`config.mk`:
```
export PLATFORM = sky130hd
export DESIGN_NAME = controller_fsm_gen_flat
export DESIGN_NICKNAME = d
export VERILOG_FILES = /design/src/rtl/controller_fsm_gen_pkg.sv /design/src/rtl/controller_fsm_gen_if.sv /design/src/rtl/controller_fsm_gen_field_decode.sv /design/src/rtl/controller_fsm_gen.sv /design/src/flat_wrapper.sv
export SDC_FILE = /design/constraint.sdc
export NUM_CORES = 1
export LEC_CHECK = 0
export BUFFER_PORTS_ARGS = -buffer_cell sky130_fd_sc_hd__buf_4
export CAP_MARGIN = 20
export CORE_ASPECT_RATIO = 1.2
export CORE_MARGIN = 1.5
export CORE_UTILIZATION = 25
export DETAILED_ROUTE_END_ITERATION = 10
export PLACE_DENSITY = 0.66
export SLEW_MARGIN = 10
export SYNTH_ARGS = -nofsm -noshare
export SYNTH_HDL_FRONTEND = slang
export SYNTH_SLANG_ARGS = --single-unit
```
`constraint.sdc`:
```
create_clock -name Clk -period 1.4 [get_ports Clk]
set_input_delay 0.28 -clock Clk [delete_from_list [all_inputs] [get_ports Clk]]
set_output_delay 0.28 -clock Clk [all_outputs]
set_load 0.1 [all_outputs]
```
`src/rtl/controller_fsm_gen_pkg.sv`:
```
// -----------------------------------------------------------------------------
// controller_gen_pkg
// Shared types and constants for the second-generation CPU controller.
//   state_t          : FSM state encodings (also visible on the debug ports)
//   OP_*             : instruction opcodes
//   ALU_*            : ALUSelect codes driven to the datapath ALU
//   RF_SEL_*         : register-file write-source select codes
//   stateForOp()     : execute state reached from DECODE for a given opcode
//   isLegalOp()      : true for opcodes the controller implements
//   aluSelFor()      : ALUSelect code for an ALU-class opcode
// -----------------------------------------------------------------------------
package controller_gen_pkg;

  typedef enum logic [3:0] {
    INIT     = 4'b1000,
    FETCH    = 4'b1111,
    DECODE   = 4'b1100,
    NOOP     = 4'b0000,
    STORE    = 4'b0001,
    LOAD_REQ = 4'b0010,
    ALU      = 4'b0011,
    HALT     = 4'b0101,
    LOAD_WR  = 4'b0110,
    LDI      = 4'b0111,
    JMP      = 4'b1001,
    JPZ      = 4'b1010
  } state_t;

  localparam int unsigned OP_NOOP  = 0;
  localparam int unsigned OP_STORE = 1;
  localparam int unsigned OP_LOAD  = 2;
  localparam int unsigned OP_ADD   = 3;
  localparam int unsigned OP_SUB   = 4;
  localparam int unsigned OP_HALT  = 5;
  localparam int unsigned OP_LDI   = 6;
  localparam int unsigned OP_AND   = 7;
  localparam int unsigned OP_OR    = 8;
  localparam int unsigned OP_JMP   = 9;
  localparam int unsigned OP_JPZ   = 10;

  localparam logic [2:0] ALU_PASS = 3'b000;
  localparam logic [2:0] ALU_ADD  = 3'b001;
  localparam logic [2:0] ALU_SUB  = 3'b010;
  localparam logic [2:0] ALU_AND  = 3'b011;
  localparam logic [2:0] ALU_OR   = 3'b100;

  localparam logic [1:0] RF_SEL_ALU = 2'd0;
  localparam logic [1:0] RF_SEL_MEM = 2'd1;
  localparam logic [1:0] RF_SEL_IMM = 2'd2;

  // Everything above JPZ is unassigned and gets flagged as illegal.
  function automatic logic isLegalOp(input logic [31:0] opc);
    return (opc <= OP_JPZ);
  endfunction

  // Illegal opcodes fall back to FETCH so the CPU keeps running.
  function automatic state_t stateForOp(input logic [31:0] opc);
    case (opc)
      OP_NOOP:                         return NOOP;
      OP_STORE:                        return STORE;
      OP_LOAD:                         return LOAD_REQ;
      OP_ADD, OP_SUB, OP_AND, OP_OR:   return ALU;
      OP_HALT:                         return HALT;
      OP_LDI:                          return LDI;
      OP_JMP:                          return JMP;
      OP_JPZ:                          return JPZ;
      default:                         return FETCH;
    endcase
  endfunction

  function automatic logic [2:0] aluSelFor(input logic [31:0] opc);
    case (opc)
      OP_ADD:  return ALU_ADD;
      OP_SUB:  return ALU_SUB;
      OP_AND:  return ALU_AND;
      OP_OR:   return ALU_OR;
      default: return ALU_PASS;
    endcase
  endfunction

endpackage

```
`src/rtl/controller_fsm_gen_if.sv`:
```
// -----------------------------------------------------------------------------
// controller_fsm_gen_if
// Bundle between the controller and the CPU datapath (IR/PC, register file,
// ALU, data memory).
//   master : controller side - drives the control outputs, reads status inputs
//   slave  : datapath side   - the mirror image
// Status inputs : instruction, IReady, DReady, RFAZero, Resume
// Control outs  : ALU/RF selects and addresses, data-memory request, PC and IR
//                 controls, Halted, IllegalOp, debug state outputs
// -----------------------------------------------------------------------------
interface controller_fsm_gen_if #(
  parameter int OPW = 4,
  parameter int DAW = 8,
  parameter int RAW = 4
);
  localparam int IW = OPW + DAW + RAW;

  logic [IW-1:0]  instruction;
  logic           IReady;
  logic           DReady;
  logic           RFAZero;
  logic           Resume;

  logic [2:0]     ALUSelect;
  logic [1:0]     RFSelect;
  logic [RAW-1:0] RFAReadAddr;
  logic [RAW-1:0] RFBReadAddr;
  logic [RAW-1:0] RFWriteAddr;
  logic           RFWriteEnable;
  logic [DAW-1:0] DAddr;
  logic           DReq;
  logic           DWrite;
  logic [DAW-1:0] Imm;
  logic           PCClr;
  logic           PCUp;
  logic           PCLd;
  logic [DAW-1:0] PCLdAddr;
  logic           IRLd;
  logic           Halted;
  logic           IllegalOp;
  logic [3:0]     CurrentStateOut;
  logic [3:0]     NextStateOut;

  modport master (
    input  instruction, IReady, DReady, RFAZero, Resume,
    output ALUSelect, RFSelect, RFAReadAddr, RFBReadAddr, RFWriteAddr,
           RFWriteEnable, DAddr, DReq, DWrite, Imm, PCClr, PCUp, PCLd,
           PCLdAddr, IRLd, Halted, IllegalOp, CurrentStateOut, NextStateOut
  );

  modport slave (
    output instruction, IReady, DReady, RFAZero, Resume,
    input  ALUSelect, RFSelect, RFAReadAddr, RFBReadAddr, RFWriteAddr,
           RFWriteEnable, DAddr, DReq, DWrite, Imm, PCClr, PCUp, PCLd,
           PCLdAddr, IRLd, Halted, IllegalOp, CurrentStateOut, NextStateOut
  );
endinterface

```
`src/rtl/controller_fsm_gen_field_decode.sv`:
```
// -----------------------------------------------------------------------------
// controller_field_decode
// Purely combinational split of the instruction word into its fields.
//   instr_i : instruction register contents (IW bits)
//   op_o    : opcode, top OPW bits
//   fA_o    : DAW-bit field right below the opcode (LOAD/LDI/JMP address/imm)
//   fB_o    : low DAW bits (STORE/JPZ address)
//   ra_o    : RAW bits right below the opcode
//   rb_o    : next RAW bits after ra
//   r0_o    : low RAW bits (destination register)
// -----------------------------------------------------------------------------
module controller_field_decode #(
  parameter int OPW = 4,
  parameter int DAW = 8,
  parameter int RAW = 4,
  parameter int IW  = OPW + DAW + RAW
) (
  input  logic [IW-1:0]  instr_i,
  output logic [OPW-1:0] op_o,
  output logic [DAW-1:0] fA_o,
  output logic [DAW-1:0] fB_o,
  output logic [RAW-1:0] ra_o,
  output logic [RAW-1:0] rb_o,
  output logic [RAW-1:0] r0_o
);

  // The fields overlap on purpose: which view is meaningful depends on the
  // opcode, and the controller picks the right one per state.
  assign op_o = instr_i[IW-1 -: OPW];
  assign fA_o = instr_i[IW-OPW-1 -: DAW];
  assign fB_o = instr_i[DAW-1:0];
  assign ra_o = instr_i[IW-OPW-1 -: RAW];
  assign rb_o = instr_i[IW-OPW-RAW-1 -: RAW];
  assign r0_o = instr_i[RAW-1:0];

endmodule

```
`src/rtl/controller_fsm_gen.sv`:
```
// -----------------------------------------------------------------------------
// controller_fsm_gen
// Second-generation controller for the 16-bit CPU datapath. Fetches with an
// IReady handshake, decodes, and sequences register file, ALU, data memory
// (DReady handshake) and PC. Supports NOOP, LOAD, STORE, ADD, SUB, AND, OR,
// LDI, JMP, JPZ and HALT/Resume; unknown opcodes set a sticky IllegalOp.
// Ports:
//   Clk : clock, rising edge
//   Rst : asynchronous active-low reset
//   bus : controller_fsm_gen_if.master - datapath status in, controls out
// Outputs are decoded combinationally from the current state (plus the
// handshake/zero inputs), so every control is zero unless a state asks for it.
// -----------------------------------------------------------------------------
module controller_fsm_gen
  import controller_gen_pkg::*;
#(
  parameter int OPW = 4,
  parameter int DAW = 8,
  parameter int RAW = 4
) (
  input logic                Clk,
  input logic                Rst,
  controller_fsm_gen_if.master bus
);

  localparam int IW = OPW + DAW + RAW;

  // ALU format packs ra and rb side by side inside the address field.
  generate
    if (2 * RAW > DAW) begin : gBadWidths
      $error("controller_fsm_gen: 2*RAW must not exceed DAW");
    end
  endgenerate

  state_t         state_q;
  state_t         state_d;
  logic           illegalOp_q;
  logic           illegalOp_d;

  logic [OPW-1:0] op;
  logic [DAW-1:0] fA;
  logic [DAW-1:0] fB;
  logic [RAW-1:0] ra;
  logic [RAW-1:0] rb;
  logic [RAW-1:0] r0;
  logic [31:0]    opCode;

  controller_field_decode #(
    .OPW (OPW),
    .DAW (DAW),
    .RAW (RAW),
    .IW  (IW)
  ) uFieldDecode (
    .instr_i (bus.instruction),
    .op_o    (op),
    .fA_o    (fA),
    .fB_o    (fB),
    .ra_o    (ra),
    .rb_o    (rb),
    .r0_o    (r0)
  );

  assign opCode = 32'(op);

  // State and the sticky illegal-opcode flag. Reset is asynchronous so that a
  // reset in the middle of a memory access drops DReq/DWrite immediately.
  always_ff @(posedge Clk or negedge Rst) begin
    if (!Rst) begin
      state_q     <= INIT;
      illegalOp_q <= 1'b0;
    end else begin
      state_q     <= state_d;
      illegalOp_q <= illegalOp_d;
    end
  end

  // Next-state and control decode. Every control starts at zero; each state
  // only raises what it needs. PCClr, PCUp and PCLd are raised in disjoint
  // states (INIT, FETCH, JMP/JPZ), so they can never collide.
  always_comb begin
    state_d           = state_q;
    illegalOp_d       = illegalOp_q;
    bus.ALUSelect     = ALU_PASS;
    bus.RFSelect      = RF_SEL_ALU;
    bus.RFAReadAddr   = '0;
    bus.RFBReadAddr   = '0;
    bus.RFWriteAddr   = '0;
    bus.RFWriteEnable = 1'b0;
    bus.DAddr         = '0;
    bus.DReq          = 1'b0;
    bus.DWrite        = 1'b0;
    bus.Imm           = '0;
    bus.PCClr         = 1'b0;
    bus.PCUp          = 1'b0;
    bus.PCLd          = 1'b0;
    bus.PCLdAddr      = '0;
    bus.IRLd          = 1'b0;
    bus.Halted        = 1'b0;

    case (state_q)
      INIT: begin
        bus.PCClr = 1'b1;
        state_d   = FETCH;
      end

      FETCH: begin
        if (bus.IReady) begin
          bus.PCUp = 1'b1;
          bus.IRLd = 1'b1;
          state_d  = DECODE;
        end
      end

      DECODE: begin
        state_d = stateForOp(opCode);
        if (!isLegalOp(opCode)) begin
          illegalOp_d = 1'b1;
        end
      end

      NOOP: begin
        state_d = FETCH;
      end

      // The address stays on DAddr through LOAD_WR so the memory data path
      // remains valid while the register file captures it.
      LOAD_REQ: begin
        bus.DAddr = fA;
        bus.DReq  = 1'b1;
        if (bus.DReady) begin
          state_d = LOAD_WR;
        end
      end

      LOAD_WR: begin
        bus.RFSelect      = RF_SEL_MEM;
        bus.RFWriteAddr   = r0;
        bus.RFWriteEnable = 1'b1;
        bus.DAddr         = fA;
        state_d           = FETCH;
      end

      // Leaving on the DReady cycle guarantees exactly one completed write.
      STORE: begin
        bus.DAddr       = fB;
        bus.RFAReadAddr = ra;
        bus.DReq        = 1'b1;
        bus.DWrite      = 1'b1;
        if (bus.DReady) begin
          state_d = FETCH;
        end
      end

      ALU: begin
        bus.RFAReadAddr   = ra;
        bus.RFBReadAddr   = rb;
        bus.RFWriteAddr   = r0;
        bus.ALUSelect     = aluSelFor(opCode);
        bus.RFSelect      = RF_SEL_ALU;
        bus.RFWriteEnable = 1'b1;
        state_d           = FETCH;
      end

      LDI: begin
        bus.Imm           = fA;
        bus.RFSelect      = RF_SEL_IMM;
        bus.RFWriteAddr   = r0;
        bus.RFWriteEnable = 1'b1;
        state_d           = FETCH;
      end

      JMP: begin
        bus.PCLd     = 1'b1;
        bus.PCLdAddr = fA;
        state_d      = FETCH;
      end

      // RFAZero reflects register ra in this same cycle.
      JPZ: begin
        bus.RFAReadAddr = ra;
        if (bus.RFAZero) begin
          bus.PCLd     = 1'b1;
          bus.PCLdAddr = fB;
        end
        state_d = FETCH;
      end

      HALT: begin
        bus.Halted = 1'b1;
        if (bus.Resume) begin
          state_d = FETCH;
        end
      end

      default: begin
        state_d = INIT;
      end
    endcase
  end

  assign bus.IllegalOp       = illegalOp_q;
  assign bus.CurrentStateOut = state_q;
  assign bus.NextStateOut    = state_d;

endmodule

```
`src/flat_wrapper.sv`:
```
// flat-port wrapper written by rule: the top's interface ports become plain ports
module controller_fsm_gen_flat import controller_gen_pkg::*;
#(
  parameter int OPW = 4,
  parameter int DAW = 8,
  parameter int RAW = 4
)
  (Clk, Rst, bus_instruction, bus_IReady, bus_DReady, bus_RFAZero, bus_Resume, bus_ALUSelect, bus_RFSelect, bus_RFAReadAddr, bus_RFBReadAddr, bus_RFWriteAddr, bus_RFWriteEnable, bus_DAddr, bus_DReq, bus_DWrite, bus_Imm, bus_PCClr, bus_PCUp, bus_PCLd, bus_PCLdAddr, bus_IRLd, bus_Halted, bus_IllegalOp, bus_CurrentStateOut, bus_NextStateOut);
  controller_fsm_gen_if #(.OPW(OPW), .DAW(DAW), .RAW(RAW)) bus_i ();
  input logic Clk;
  input logic Rst;
  input wire logic [$bits(bus_i.instruction)-1:0] bus_instruction;
  input wire logic [$bits(bus_i.IReady)-1:0] bus_IReady;
  input wire logic [$bits(bus_i.DReady)-1:0] bus_DReady;
  input wire logic [$bits(bus_i.RFAZero)-1:0] bus_RFAZero;
  input wire logic [$bits(bus_i.Resume)-1:0] bus_Resume;
  output wire logic [$bits(bus_i.ALUSelect)-1:0] bus_ALUSelect;
  output wire logic [$bits(bus_i.RFSelect)-1:0] bus_RFSelect;
  output wire logic [$bits(bus_i.RFAReadAddr)-1:0] bus_RFAReadAddr;
  output wire logic [$bits(bus_i.RFBReadAddr)-1:0] bus_RFBReadAddr;
  output wire logic [$bits(bus_i.RFWriteAddr)-1:0] bus_RFWriteAddr;
  output wire logic [$bits(bus_i.RFWriteEnable)-1:0] bus_RFWriteEnable;
  output wire logic [$bits(bus_i.DAddr)-1:0] bus_DAddr;
  output wire logic [$bits(bus_i.DReq)-1:0] bus_DReq;
  output wire logic [$bits(bus_i.DWrite)-1:0] bus_DWrite;
  output wire logic [$bits(bus_i.Imm)-1:0] bus_Imm;
  output wire logic [$bits(bus_i.PCClr)-1:0] bus_PCClr;
  output wire logic [$bits(bus_i.PCUp)-1:0] bus_PCUp;
  output wire logic [$bits(bus_i.PCLd)-1:0] bus_PCLd;
  output wire logic [$bits(bus_i.PCLdAddr)-1:0] bus_PCLdAddr;
  output wire logic [$bits(bus_i.IRLd)-1:0] bus_IRLd;
  output wire logic [$bits(bus_i.Halted)-1:0] bus_Halted;
  output wire logic [$bits(bus_i.IllegalOp)-1:0] bus_IllegalOp;
  output wire logic [$bits(bus_i.CurrentStateOut)-1:0] bus_CurrentStateOut;
  output wire logic [$bits(bus_i.NextStateOut)-1:0] bus_NextStateOut;
  assign bus_i.instruction = bus_instruction;
  assign bus_i.IReady = bus_IReady;
  assign bus_i.DReady = bus_DReady;
  assign bus_i.RFAZero = bus_RFAZero;
  assign bus_i.Resume = bus_Resume;
  assign bus_ALUSelect = bus_i.ALUSelect;
  assign bus_RFSelect = bus_i.RFSelect;
  assign bus_RFAReadAddr = bus_i.RFAReadAddr;
  assign bus_RFBReadAddr = bus_i.RFBReadAddr;
  assign bus_RFWriteAddr = bus_i.RFWriteAddr;
  assign bus_RFWriteEnable = bus_i.RFWriteEnable;
  assign bus_DAddr = bus_i.DAddr;
  assign bus_DReq = bus_i.DReq;
  assign bus_DWrite = bus_i.DWrite;
  assign bus_Imm = bus_i.Imm;
  assign bus_PCClr = bus_i.PCClr;
  assign bus_PCUp = bus_i.PCUp;
  assign bus_PCLd = bus_i.PCLd;
  assign bus_PCLdAddr = bus_i.PCLdAddr;
  assign bus_IRLd = bus_i.IRLd;
  assign bus_Halted = bus_i.Halted;
  assign bus_IllegalOp = bus_i.IllegalOp;
  assign bus_CurrentStateOut = bus_i.CurrentStateOut;
  assign bus_NextStateOut = bus_i.NextStateOut;
  controller_fsm_gen #(.OPW(OPW), .DAW(DAW), .RAW(RAW)) u_core (.Clk(Clk), .Rst(Rst), .bus(bus_i));
endmodule
```
==> flow_summary_export.csv, run 1 <==
group,metric,value,unit
run_status,outcome,"complete, but fails checks",
run_status,violations,"setup timing",
synthesis,synth_top_cell_area_share,13.9,%
clock_network,cts_tree,"yes",
critical_path,cp-end-kind,"primary output",
critical_path,start_kind,"flop",
layout,nets,278,
clock_network,cts-root-buf,"clkbuf_8",
grt,grt_pass1_vias,1751,
grt,grt-ovfl-total,0,
critical_path,crit-reg2reg-capture,"u_core.bus.CurrentStateOut[1]",
grt,antenna_found_initial,0,
worst_hold_path,hp-class,"in2async",
critical_path,cp.arrival,1840,ps
die,initial_core_util,25.8,%
clock_network,clk_path_buf_depth,2,
route,wl_per_cell,19.7,microns
synthesis,ys_top_cells_by_area,"a22o_1 (14%), and2_1 (13%), dfrtp_1 (9.9%), ha_1 (7.5%), nand2b_1 (4.3%)",
timing,setup_viol_count_final,60,
synthesis,synthDistinctLibCells,43,
synthesis,netlist_instances,129,
route,viasPerCell,5.11,
synthesis,synth-edff-count,0,
die,io_pins,80,
critical_path,max_stage_delay,540,ps
synthesis,ys.warnings.count,0,
critical_path,cp_max_fo,3,
timing,max_freq,471,MHz
synthesis,ys_seq_area_share,12.5,%
critical_path,cp_cell_sequence,"or4_4, a21boi_4, o221ai_4, buf_12",
placement,place_ws,-648,ps
clock_network,htreeDepth,1,
placement,dp.cells,293,
die,die_y,72.5,microns
timing,max-slew-margin-rel,57.5,%
route,ant_nets,0,
critical_path,rrSetupSlack,-300,ps
placement,placed_cell_area,2310,sq um
timing,final.min_clock_period,2120,ps
route,vias,1547,
synthesis,synth_area,1010,sq um
route,drc,0,
placement,place_congestion,0.858,
timing,drv_slew,0,
clock_network,numCtsBuffers,3,
clock_network,clk_pin_slew,40,ps
synthesis,syn_avg_cell_area,7.81,sq um
route,drt-pass1-iter-count,4,
clock_network,clock-sinks,5,
clock_network,insertion_delay,220,ps
critical_path,worst_path_max_delay_cell,"or4_4",
grt,grt_pass1_wl,8980,microns
die,rows,25,
critical_path,r2r_cells,4,
critical_path,worst-path-buf-inv,1,
route,wl,5980,microns
synthesis,synthesis.nets,157,
timing,tightest_slew,630,ps
synthesis,yosysTopAreaCell,"a22o_1",
run,cap_violations,0,
layout,layout_commonest_cell,"buf_4",
timing,finalCritPeriodShare,152,%
layout,fin_cells,303,
critical_path,critical_path_class,"reg2out",
die,core_area,3910,sq um
placement,dpl.hpwl,3770,microns
layout,num_antenna_cells,0,
layout,post_route_cells_drive_above_1_share,82.7,%
die,dieArea,4420,sq um
synthesis,synthArstFlopShare,100,%
grt,gr-usage-all-layers,27.1,%
layout,syn2layout_area_growth,216,%
critical_path,cpLargestDelayFamily,"simple AND/OR/NAND/NOR gates",
timing,setup_slack,-725,ps
synthesis,ys.flop_type,"dfrtp_1",
timing,grt_setup_unrepaired,"true",
synthesis,synth-seq-cells,5,
timing,finalHoldViolCount,0,
grt,grt_max_degree,12,
critical_path,critPathRequiredTime,1120,ps
layout,final_cell_mix,"buf_4 (53), buf_12 (45), and2_4 (21), buf_6 (17), a22o_4 (16)",
critical_path,r2r-start,"u_core.bus.CurrentStateOut[2]",
layout,fin_area,3180,sq um
route,drt_iter0_markers,49,
timing,clock_skew,2.48,ps
die,die_w,60.9,microns
placement,portBuffers,79,
==> how the worst max path moves through the flow <==
stage | from | end | depth (start not counted)
after floorplan | u_core.bus.CurrentStateOut[1] | bus_DAddr[0] | 4
after global placement | u_core.bus.CurrentStateOut[3] | bus_NextStateOut[3] | 5
after detailed placement | u_core.bus.CurrentStateOut[3] | bus_NextStateOut[3] | 5
after CTS | u_core.bus.CurrentStateOut[2] | bus_NextStateOut[1] | 4
after global routing | u_core.bus.CurrentStateOut[2] | bus_NextStateOut[1] | 4
final | u_core.bus.CurrentStateOut[2] | bus_NextStateOut[1] | 4
==> Yosys cell counts, types with 2 or more instances <==
cell,n
o211a_1,2
inv_1,4
nand2_1,5
o21ai_0,3
and2_1,21
a21oi_1,3
nor2_1,7
dfrtp_1,4
nor2b_1,4
buf_6,2
nor3_1,6
o21ai_1,2
nor3b_1,2
ha_1,6
nand2b_1,7
buf_2,6
clkbuf_1,2
o21bai_1,2
a22o_1,16
nor3_4,2
==> logic make-up after synthesis <==
kind of cell / share of synthesized area (%)
and+or+nand+nor: 37.9
AOI/OAI and AO/OA: 32.0
xor gates and xnor gates: 0.870
muxes: 0.994
buffers and inverters: 8.20
DFF: 12.5
adders and majority gates: 7.45
==> per-stage QoR <==
step | TNS (ps) | hold WS, ps | utilization, %
floorplan | -45210 | -15.6 | -
global placement | -24580 | 89.6 | 59.2
detailed placement | -25660 | 89.4 | 59.2
CTS | -29960 | 401 | 78.3
global route | -32690 | 423 | 81.4
finish | -30030 | 413 | 81.4
==> repair_timing <==
item,4_1_cts,5_1_grt
setup buffers,4,0
endpoints found under the setup margin,60,61
hold endpoints to repair,4,0
pin swaps,9,2
hold buffers,1,0
gates cloned,1,0
resized for setup,160,28
==> area by class of cell <==
class | instances | area [sq um]
Multi-Input combinational cell | 110 | 1260
Inverter | 4 | 15.0
Clock buffer | 4 | 45.0
Tap cell | 54 | 67.6
Timing Repair Buffer | 126 | 1650
Fill cell | 219 | 726
Sequential cell | 5 | 141
==> metal layers <==
layer | GRT usage, % | part of all wire, %
met3 | 10.7 | 9.3
met1 | 28.1 | 35
met5 | 0 | 0
met2 | 50.2 | 54
met4 | 5.56 | 1.4
==> registers in the layout (all words and copies together), names as in the netlist <==
name and count:
u_core.bus.CurrentStateOut 4, u_core.bus.IllegalOp 1
Power of run 1 is not shown: default switching activity piles up to over one toggle a cycle in this logic, so the estimate is an artifact.
==> inputs of run 2 (changes only) <==
--- a/config.mk
+++ b/config.mk
@@ -5,7 +5,7 @@
 export SDC_FILE = /design/constraint.sdc
 export NUM_CORES = 1
 export LEC_CHECK = 0
-export BUFFER_PORTS_ARGS = -buffer_cell sky130_fd_sc_hd__buf_4
+export BUFFER_PORTS_ARGS = -buffer_cell sky130_fd_sc_hd__buf_2
 export CAP_MARGIN = 20
 export CORE_ASPECT_RATIO = 1.2
 export CORE_MARGIN = 1.5
==> flow_summary_export.csv, run 2 (synthesis gave the netlist of run 1 again) <==
group,metric,value,unit
run_status,outcome,"complete, but fails checks",
run_status,violations,"setup timing",
timing,setup_viol_count_final,61,
placement,place_congestion,0.850,
critical_path,critPathRequiredTime,1120,ps
timing,tightest_slew,633,ps
timing,drv_slew,0,
layout,layout_commonest_cell,"buf_12",
run,cap_violations,0,
timing,finalHoldViolCount,0,
clock_network,clk_pin_slew,40,ps
critical_path,cp-end-kind,"primary output",
layout,syn2layout_area_growth,240,%
clock_network,cts_tree,"yes",
die,die_w,60.9,microns
critical_path,max_stage_delay,500,ps
critical_path,crit-reg2reg-capture,"u_core.bus.CurrentStateOut[3]",
placement,place_ws,-607,ps
grt,grt_max_degree,13,
grt,grt_pass1_vias,1777,
die,io_pins,80,
route,drc,0,
critical_path,r2r-start,"u_core.bus.CurrentStateOut[3]",
critical_path,cp_max_fo,3,
layout,n_fill_cell,160,
critical_path,rrSetupSlack,-230,ps
clock_network,numCtsBuffers,3,
layout,final_cell_mix,"buf_12 (60), buf_4 (33), buf_2 (22), and2_4 (21), buf_6 (20)",
timing,grt_setup_unrepaired,"true",
timing,clock_skew,0.623,ps
grt,grtUsageMet2,51.7,%
die,initial_core_util,25.8,%
grt,use_met1,29.0,%
worst_hold_path,hp-class,"in2async",
layout,nets,291,
grt,antenna_found_initial,0,
critical_path,cp_cell_sequence,"buf_4, nor3b_2, a221o_1, o221ai_4, buf_12",
route,viasPerCell,5.20,
grt,grt_use_met3,10.2,%
timing,holdWs,393,ps
layout,post_route_cells_drive_above_1_share,83.2,%
route,wl,6310,microns
grt,gr-usage-all-layers,28.5,%
critical_path,cp.arrival,1880,ps
placement,portBuffers,79,
critical_path,start_kind,"flop",
clock_network,cts-root-buf,"clkbuf_8",
critical_path,r2r_cells,5,
die,dieArea,4420,sq um
route,drt_iter0_markers,60,
grt,top_usage_layer,"met2",
timing,max-slew-margin-rel,57.1,%
timing,setup_slack,-760,ps
layout,largest_reg_flops,4,
grt,grt-ovfl-total,0,
layout,num_antenna_cells,0,
die,core_area,3910,sq um
critical_path,critical_path_class,"reg2out",
timing,max_freq,463,MHz
clock_network,htreeDepth,1,
timing,finalCritPeriodShare,154,%
timing,final.min_clock_period,2160,ps
placement,dpl.hpwl,4180,microns
die,die_y,72.5,microns
route,vias,1643,
critical_path,worst_path_max_delay_cell,"dfrtp_4",
clock_network,clk_path_buf_depth,2,
route,drt-pass1-iter-count,4,
clock_network,insertion_delay,240,ps
die,rows,25,
clock_network,clock-sinks,5,
route,wl_per_cell,20.0,microns
route,ant_nets,0,
grt,grt_pass1_wl,9250,microns
-- run 2: how the worst max path moves through the flow --
stage	startpoint	end	slack (ps)	cells after the start
floorplan	u_core.bus.CurrentStateOut[1]	bus_DAddr[0]	-1350	4
global placement	u_core.bus.CurrentStateOut[3]	bus_NextStateOut[3]	-600	5
detailed placement	u_core.bus.CurrentStateOut[3]	bus_NextStateOut[3]	-610	5
CTS	u_core.bus.CurrentStateOut[2]	bus_NextStateOut[1]	-720	4
global route	u_core.bus.CurrentStateOut[2]	bus_NextStateOut[1]	-800	4
finish	u_core.bus.CurrentStateOut[2]	bus_NextStateOut[1]	-760	5
-- run 2: what timing repair did --
item                                    4_1_cts  5_1_grt
gates cloned                                  1        1
hold endpoints to repair                      4        0
gates resized for setup                      51       16
hold buffers                                  1        0
endpoints found under the setup margin       58       60
buffers inserted                              8        5
pin swaps                                    10        6
-- run 2: area by class of cell --
| class | instances | area [sq um] | area share [%] |
|---|---|---|---|
| Multi-Input combinational cell | 110 | 1300 | 38.1 |
| Timing Repair Buffer | 139 | 1850 | 54.1 |
| Tap cell | 54 | 67.6 | 1.98 |
| Clock buffer | 4 | 45.0 | 1.32 |
| Sequential cell | 5 | 141 | 4.13 |
| Inverter | 4 | 15.0 | 0.439 |
-- run 2: critical path, delay by kind of cell (launching register included) --
kind	cells	cell delay [ps]
compound gates	2	590
flops	1	500
simple gates	1	180
buf+inv	2	370
-- run 2: through the flow --
| stage | utilization (%) | instances | instance area, sq um | setup TNS, ps |
|---|---|---|---|---|
| 6_report | 87.5 | 316 | 3420 | -33750 |
| 5_1_grt | 87.5 | 316 | 3420 | -36130 |
| 4_1_cts | 83.4 | 310 | 3260 | -31380 |
| 3_5_place_dp | 75.0 | 296 | 2930 | -23600 |
| 3_3_place_gp | 75.0 | 296 | 2930 | -21620 |
| 2_1_floorplan | - | 129 | 1450 | -45210 |
-- run 2: per-layer routing --
| metal | share of wire [%] | vias up |
|---|---|---|
| met3 | 8.6 | 28 |
| met2 | 51 | 99 |
| li1 | - | 740 |
| met5 | 0 | - |
| met4 | 5.8 | 0 |
| met1 | 35 | 776 |
Power of run 2 is left out for the same reason.
==> inputs of run 3 (changes only) <==
--- a/config.mk
+++ b/config.mk
@@ -9,9 +9,9 @@
 export CAP_MARGIN = 20
 export CORE_ASPECT_RATIO = 1.2
 export CORE_MARGIN = 1.5
-export CORE_UTILIZATION = 25
+export CORE_UTILIZATION = 36
 export DETAILED_ROUTE_END_ITERATION = 10
-export PLACE_DENSITY = 0.66
+export PLACE_DENSITY = 0.77
 export SLEW_MARGIN = 10
 export SYNTH_ARGS = -nofsm -noshare
 export SYNTH_HDL_FRONTEND = slang
==> flow_summary_export.csv, run 3 <==
group,metric,value,unit
synthesis,yosysTopAreaCell,"a22o_1",
die,rows,20,
run_status,outcome,"stopped before the end",
synthesis,synth_area,1010,sq um
die,die_w,51.3,microns
synthesis,synth_most_common_cell,"and2_1",
synthesis,synth-edff-count,0,
die,io_pins,80,
run_status,first-error,"[ERROR DPL-0038] Utilization greater than 100%, impossible to legalize",
placement,portBuffers,79,
placement,place_congestion,0.896,
synthesis,ys.warnings.count,0,
synthesis,synth_top_cell_area_share,13.9,%
synthesis,synthDistinctLibCells,43,
synthesis,synth_common_cells,"and2_1 (21), a22o_1 (16), nand2b_1 (7), nor2_1 (7)",
run_status,stop_stage,"3_5_place_dp",
die,die_y,60.9,microns
synthesis,synth-seq-cells,5,
synthesis,synthArstFlopShare,100,%
synthesis,syn_avg_cell_area,7.81,sq um
synthesis,netlist_instances,129,
synthesis,ys.flop_type,"dfrtp_1",
die,initial_core_util,38.7,%
synthesis,ys_top_cells_by_area,"a22o_1 (14%), and2_1 (13%), dfrtp_1 (9.9%), ha_1 (7.5%), nand2b_1 (4.3%)",
synthesis,synthesis.nets,157,
synthesis,ys_seq_area_share,12.5,%
## run 3: cell counts after synthesis
No cell type changed its count.
## run 3: cells by family after synthesis
kind of cell | share of synthesized area [%]
compound gates | 32.0
xor+xnor | 0.870
fa+ha+maj | 7.45
buf+inv | 8.20
flops | 12.5
mux | 0.994
simple gates | 37.9
## run 3: metrics by stage
step | setup TNS [ps] | instance area (sq um)
global placement | -21930 | 2940
floorplan | -45210 | 1450
==> inputs of run 4 (changes only) <==
--- a/config.mk
+++ b/config.mk
@@ -7,11 +7,10 @@
 export LEC_CHECK = 0
 export BUFFER_PORTS_ARGS = -buffer_cell sky130_fd_sc_hd__buf_2
 export CAP_MARGIN = 20
-export CORE_ASPECT_RATIO = 1.2
-export CORE_MARGIN = 1.5
-export CORE_UTILIZATION = 36
+export CORE_AREA = 2 2 63 65
 export DETAILED_ROUTE_END_ITERATION = 10
-export PLACE_DENSITY = 0.77
+export DIE_AREA = 0 0 65 67
+export PLACE_DENSITY_LB_ADDON = 0.15
 export SLEW_MARGIN = 10
 export SYNTH_ARGS = -nofsm -noshare
 export SYNTH_HDL_FRONTEND = slang
==> constraint.sdc (replaced) <==
create_clock -name Clk -period 1.8 [get_ports Clk]
set_input_delay 0.36 -clock Clk [delete_from_list [all_inputs] [get_ports Clk]]
set_output_delay 0.36 -clock Clk [all_outputs]
set_load 0.1 [all_outputs]
==> flow_summary_export.csv, run 4 (synthesis gave the netlist of run 1 again) <==
group,metric,value,unit
run_status,outcome,"complete, but fails checks",
run_status,violations,"setup timing",
run,cap_violations,0,
critical_path,cp_max_fo,4,
route,viasPerCell,5.63,
timing,final.min_clock_period,2350,ps
layout,n_fill_cell,131,
timing,clock_skew,3.86,ps
layout,largest_reg_flops,4,
route,wl,7750,microns
layout,num_antenna_cells,0,
placement,placed_cell_area,2910,sq um
layout,layout_commonest_cell,"buf_12",
die,die_y,67,microns
critical_path,crit-reg2reg-capture,"u_core.bus.CurrentStateOut[1]",
layout,final_util,90.2,%
timing,finalCritPeriodShare,131,%
clock_network,htreeDepth,1,
clock_network,clk_path_buf_depth,2,
layout,nets,284,
grt,grt-ovfl-total,0,
critical_path,cp-end-kind,"primary output",
grt,antenna_found_initial,0,
route,wl_per_cell,25.6,microns
timing,max_freq,426,MHz
route,drt_iter0_markers,112,
layout,fin_area,3250,sq um
timing,holdWs,464,ps
grt,grt_pass1_vias,1694,
layout,post_route_cells_drive_above_1_share,82.7,%
clock_network,numCtsBuffers,3,
die,io_pins,80,
route,drc,0,
critical_path,start_kind,"flop",
critical_path,rrSetupSlack,100,ps
layout,final_cell_mix,"buf_12 (58), buf_4 (38), buf_2 (25), and2_4 (21), a22o_4 (16)",
grt,gr-usage-all-layers,29.5,%
critical_path,r2r-start,"u_core.bus.CurrentStateOut[2]",
clock_network,cts-root-buf,"clkbuf_8",
die,initial_core_util,27.9,%
placement,portBuffers,79,
clock_network,clk_pin_slew,40,ps
die,rows,22,
grt,grt_pass1_wl,9560,microns
critical_path,critical_path_class,"reg2out",
clock_network,clock-sinks,5,
timing,drv_slew,0,
worst_hold_path,hp-class,"in2async",
timing,grt_setup_unrepaired,"true",
critical_path,cp.arrival,1990,ps
timing,setup_viol_count_final,54,
clock_network,insertion_delay,240,ps
timing,tightest_slew,610,ps
timing,setup_slack,-549,ps
die,die_w,65,microns
timing,max-slew-margin-rel,59.3,%
critical_path,r2r_cells,4,
layout,syn2layout_area_growth,223,%
grt,grt_max_degree,12,
placement,place_congestion,0.881,
placement,place_ws,-514,ps
route,vias,1706,
clock_network,cts_tree,"yes",
timing,finalHoldViolCount,0,
die,core_area,3610,sq um
route,ant_nets,0,
placement,dpl.hpwl,4560,microns
critical_path,critPathRequiredTime,1440,ps
route,drt-pass1-iter-count,4,
die,dieArea,4360,sq um
==> run 4: metal layers <==
metal	vias up	routed length (microns)	global-route usage (%)
met2	100	4300	57.3
met5	-	0	0
met1	851	2560	35.1
met3	33	463	2.03
met4	0	425	6.38
li1	722	-	-
==> run 4: per-stage QoR <==
step	setup TNS (ps)	cells
after floorplan	-26720	129
after global placement	-5640	285
after detailed placement	-7630	285
after CTS	-16120	299
after global routing	-21010	303
final	-20050	303
==> run 4: how the worst max path moves through the flow <==
stage	from	to	slack (ps)	cells after the start
after global routing	u_core.bus.CurrentStateOut[2]	bus_NextStateOut[1]	-570	5
after detailed placement	bus_instruction[12]	bus_NextStateOut[3]	-510	8
after floorplan	u_core.bus.CurrentStateOut[1]	bus_DAddr[0]	-1030	4
after global placement	bus_instruction[12]	bus_NextStateOut[3]	-370	8
final	u_core.bus.CurrentStateOut[2]	bus_NextStateOut[1]	-550	5
after CTS	u_core.bus.CurrentStateOut[3]	bus_NextStateOut[1]	-480	5
==> run 4: critical path: stages, from the launching register on <==
cell	delay (ps)
dfrtp_4	510
or4_4	550
a21boi_4	200
buf_4	160
o221ai_4	130
buf_12	200
==> run 4: layout make-up <==
class / instances / area (sq um) / area share (%)
inverter: 4 / 15.0 / 0.462
multi-input combinational: 110 / 1270 / 39.2
timing repair buffer: 132 / 1720 / 52.8
sequential: 5 / 141 / 4.35
clock buffer: 4 / 45.0 / 1.39
tap: 48 / 60.1 / 1.85
==> run 4: timing repair <==
action                     4_1_cts  5_1_grt
hold buffers                     1        0
buffers inserted                 9        3
setup endpoints to repair       53       53
gates cloned                     1        1
hold endpoints to repair         4        0
resized for setup               24       15
pin swaps                        8        4
Power of run 4 is left out for the same reason.
